File: config.mk
export PLATFORM = sky130hd
export DESIGN_NAME = debounce
export DESIGN_NICKNAME = d
export VERILOG_FILES = /design/src/rtl/debounce.sv
export SDC_FILE = /design/constraint.sdc
export NUM_CORES = 1
export LEC_CHECK = 0
export ABC_AREA = 1
export BUFFER_PORTS_ARGS = -buffer_cell sky130_fd_sc_hd__buf_2
export CORE_AREA = 5 5 42 44
export CTS_CLUSTER_DIAMETER = 120
export CTS_CLUSTER_SIZE = 30
export DETAILED_ROUTE_END_ITERATION = 16
export DIE_AREA = 0 0 47 49
export GPL_ROUTABILITY_DRIVEN = 0
export GPL_TIMING_DRIVEN = 0
export PLACE_DENSITY = 0.66
export SETUP_SLACK_MARGIN = 0.3
export SYNTH_ARGS = -nofsm -noshare
export SYNTH_HDL_FRONTEND = slang
export SYNTH_SLANG_ARGS = --single-unit
File: constraint.sdc
create_clock -name clk_i -period 3.16 [get_ports clk_i]
set_input_delay 0.632 -clock clk_i [delete_from_list [all_inputs] [get_ports clk_i]]
set_output_delay 0.632 -clock clk_i [all_outputs]
set_load 0.1 [all_outputs]
File: src/rtl/debounce.sv
// Counter-based push-button debouncer: ignores any level not held for 2^width_p clocks.
// Define DEBOUNCE_SYNC_EN to include the two-flop input synchronizer for raw asynchronous pins.
module debounce #(
    parameter int unsigned width_p     = 11,
    parameter bit          reset_val_p = 1'b0
) (
    input  logic clk_i,
    input  logic reset_i,
    input  logic button_i,
    output logic debounce_o,
    output logic rise_o,
    output logic fall_o
);

    logic               s;
    logic [width_p-1:0] cnt_q, cnt_d;
    logic               deb_q, deb_d;
    logic               rise_q, rise_d;
    logic               fall_q, fall_d;

`ifdef DEBOUNCE_SYNC_EN
    logic s1_q, s1_d;
    logic s2_q, s2_d;

    always_comb begin
        s1_d = button_i;
        s2_d = s1_q;
    end

    always_ff @(posedge clk_i) begin
        if (!reset_i) begin
            s1_q <= reset_val_p;
            s2_q <= reset_val_p;
        end else begin
            s1_q <= s1_d;
            s2_q <= s2_d;
        end
    end

    assign s = s2_q;
`else
    // Input is already synchronous to clk_i.
    assign s = button_i;
`endif

    always_comb begin
        cnt_d  = '0;
        deb_d  = deb_q;
        rise_d = 1'b0;
        fall_d = 1'b0;
        if (s != deb_q) begin
            if (cnt_q == '1) begin
                // Window complete: accept the new level and restart from zero.
                deb_d  = s;
                rise_d = s;
                fall_d = ~s;
            end else begin
                cnt_d = cnt_q + width_p'(1);
            end
        end
    end

    always_ff @(posedge clk_i) begin
        if (!reset_i) begin
            cnt_q  <= '0;
            deb_q  <= reset_val_p;
            rise_q <= 1'b0;
            fall_q <= 1'b0;
        end else begin
            cnt_q  <= cnt_d;
            deb_q  <= deb_d;
            rise_q <= rise_d;
            fall_q <= fall_d;
        end
    end

    assign debounce_o = deb_q;
    assign rise_o     = rise_q;
    assign fall_o     = fall_q;

endmodule

==> results_dict.tcl <==
set metrics [dict create \
    final_util_pct 51.1 \
    nets 93 \
    netlist.area_leader.share_pct 44.2 \
    r2r_setup_slack_ns 1.88 \
    synth_edf_count 0 \
    cts_sinks 14 \
    hold_violations 0 \
    worst_hold_path_type "reg -> reg" \
    hpwlAfterDp_um 764 \
    worst_slack_ns 1.44 \
    yosysMostFrequentCell "nor2_1" \
    rsz0062_at_grt "false" \
    critPathTopFamily "buffers and inverters" \
    design_area_um2 716 \
    max_stage_delay_ns 0.44 \
    worstPathArrival_ns 1.09 \
    cp_slowest_cell "buf_2" \
    cp_max_fo 4 \
    worst_r2r_endpoint "cnt_q[5]" \
    yosys.area_share.xor_xnor_pct 5.52 \
    p_seq_share_pct 56.9 \
    diodes 0 \
    synthesis.instances 79 \
    synth_cell_types 20 \
    max_freq_ghz 0.581 \
    path_clk_slew_ns 0.08 \
    cts_hold_buf 0 \
    cts_buffer_depth 2 \
    cts_buffers 3 \
    syn-cell-area_um2 634 \
    comb_power_share_pct 3.0 \
    fin_setup_tns_ns 0 \
    clkPwrFrac_pct 40.1 \
    ir_worst_vdd_uv 277 \
    row_count 14 \
    htree_levels 1 \
    drt_iter0_markers 3 \
    critPathCapture "debounce_o" \
    drv_slew 0 \
    total_power_uw 314 \
    wl_per_cell_um 9.31 \
    finalSetupViolCount 0 \
    drive_gt1_share_pct 23.9 \
    yosys_register_bits 14 \
    critPathKind "reg -> out" \
    dr.pass1.iters 4 \
    area_delta_synth_final_pct 12.8 \
    core_area_um2 1400 \
    timing.max_cap.violations 0 \
    cts_root_buf "clkbuf_4" \
    placed_area_um2 679 \
    synth_top_family_by_area "simple AND/OR/NAND/NOR gates" \
    power_per_cell_area_nw_per_um2 438 \
    whs_ns 0.472 \
    cts_setup_buffers 0 \
    cts_resized 0 \
    r2r_start "cnt_q[0]" \
    endpoint_kind "output pin" \
    vias 492 \
    synthMuxAreaShare_pct 0 \
    wirelength_um 968 \
    worstSkewPairLatency_ns 0.28 \
    status "complete, no violations" \
    io_buffers 5 \
    synth_simple_gate_area_share_pct 38.1 \
    ys_async_sr_fraction_pct 0 \
    yosysTopAreaCell "dfxtp_1" \
    yosys_most_used_dff "dfxtp_1" \
    start_util_pct 45.3 \
    rr_worst_depth 6 \
    cp_cell_sequence "buf_2" \
    grt_pass1_vias 474 \
    grt-ovfl-total 0 \
    die-area_um2 2300 \
    antenna_found_initial 0 \
    grt_pass1_wl_um 1820 \
    avgSynthCellArea_um2 8.03 \
    fin_skew_ns 0.00544 \
    start_kind "flop" \
    stdcell_count 104 \
    drc 0 \
    worst_pin_slew_ns 0.488 \
    pre_cts_slack_ns 1.70 \
    ant_nets 0 \
    switching_share_pct 20.0 \
    grt_usage_pct 10.6 \
    max_slew_margin_pct 67.7 \
    fin_crit_ns 1.72 \
    dpl.cell_count 100 \
    io_pins 6 \
    die_w_um 47 \
    grt_max_degree 10 \
    crit_buf_inv 1 \
    synth_seq_area_share_pct 44.2 \
    yosys.area_share.adder_pct 1.97 \
    routed_via_density 4.73 \
    path_depth 1 \
    synth_compound_area_share_pct 3.75 \
    cts_tree "done" \
    p_int_uw 251 \
    p_leak_nw 0.284 \
    fin_crit_sh_pct 54.5 \
    power.switching_uw 62.7 \
    synth_fp_nets 83 \
    yosys_warnings 0 \
    ys_top_cells_by_count "16 x nor2_1, 14 x dfxtp_1, 12 x nand2_1" \
    cp-startpoint "debounce_o" \
    fp.dieH_um 49 \
    required_ns 2.53 \
    synth.area.top_cells "dfxtp_1 44%, nor2_1 9.5%, nand2_1 7.1%, inv_1 6.5%, xor2_1 4.1%" \
]
==> flip-flops by register name, summed over array words and instances, names as in the netlist <==
| name | count |
|---|---|
| fall_o | 1 |
| debounce_o | 1 |
| rise_o | 1 |
| cnt_q | 11 |
==> cells by family after synthesis <==
group | Yosys count
and+or+nand+nor | 45
DFF | 14
buffers and inverters | 11
AOI/OAI and AO/OA | 4
xor gates and xnor gates | 4
adders and majority gates | 1
==> worst min path at each step <==
stage	startpoint	to	slack [ns]	cells after the start
after floorplan	cnt_q[0]	cnt_q[0]	0.43	1
after global placement	cnt_q[0]	cnt_q[0]	0.44	1
after detailed placement	cnt_q[0]	cnt_q[0]	0.46	1
after CTS	cnt_q[0]	cnt_q[0]	0.47	1
after global routing	cnt_q[0]	cnt_q[0]	0.51	1
final	cnt_q[0]	cnt_q[0]	0.47	1
==> placed cells by master, fill, tap and decap left out <==
cell      synthesis  layout
nand3b_1          1       1
nand3_2           1       1
clkbuf_4          0       3
nand2_2           2       2
ha_1              1       1
clkbuf_8          0       1
nor2_4            2       2
a21oi_1           2       2
xor2_1            3       3
dfxtp_1          14      14
nor3_2            1       1
inv_1            11      11
nand2_1          12      12
nand4_1           1       1
nand3_4           1       1
a21oi_2           1       1
nand3_1           4       4
xnor2_1           1       1
o21ai_0           1       1
nor2_1           16      16
buf_2             0       5
nand2_4           1       1
nor2_2            3       3
==> power groups by stage <==
| stage | clock (mW) | combinational (mW) | sequential (mW) |
|---|---|---|---|
| global placement | 0 | 0.00946 | 0.183 |
| global route | 0.137 | 0.0113 | 0.179 |
| finish | 0.126 | 0.00947 | 0.179 |
| floorplan | 0 | 0.00654 | 0.183 |
| CTS | 0.130 | 0.00960 | 0.179 |
| detailed placement | 0 | 0.00959 | 0.183 |
==> final cells by class <==
cell class,instances,area [um^2]
clock buffers,4,36.3
fillers,145,686
inverters,11,41.3
multi-input cells,54,313
flip-flops and latches,14,280
well taps,16,20.0
repair buffers,5,25.0
==> routing by layer <==
metal / vias to the layer above / global-route usage [%] / part of all wire [%]
li1: 264 / - / -
met1: 217 / 13.2 / 47
met2: 7 / 16.5 / 47
met3: 4 / 2.21 / 3.5
met4: 0 / 5.53 / 1.7
met5: - / 0 / 0
Power figures use the tool's default switching activity.
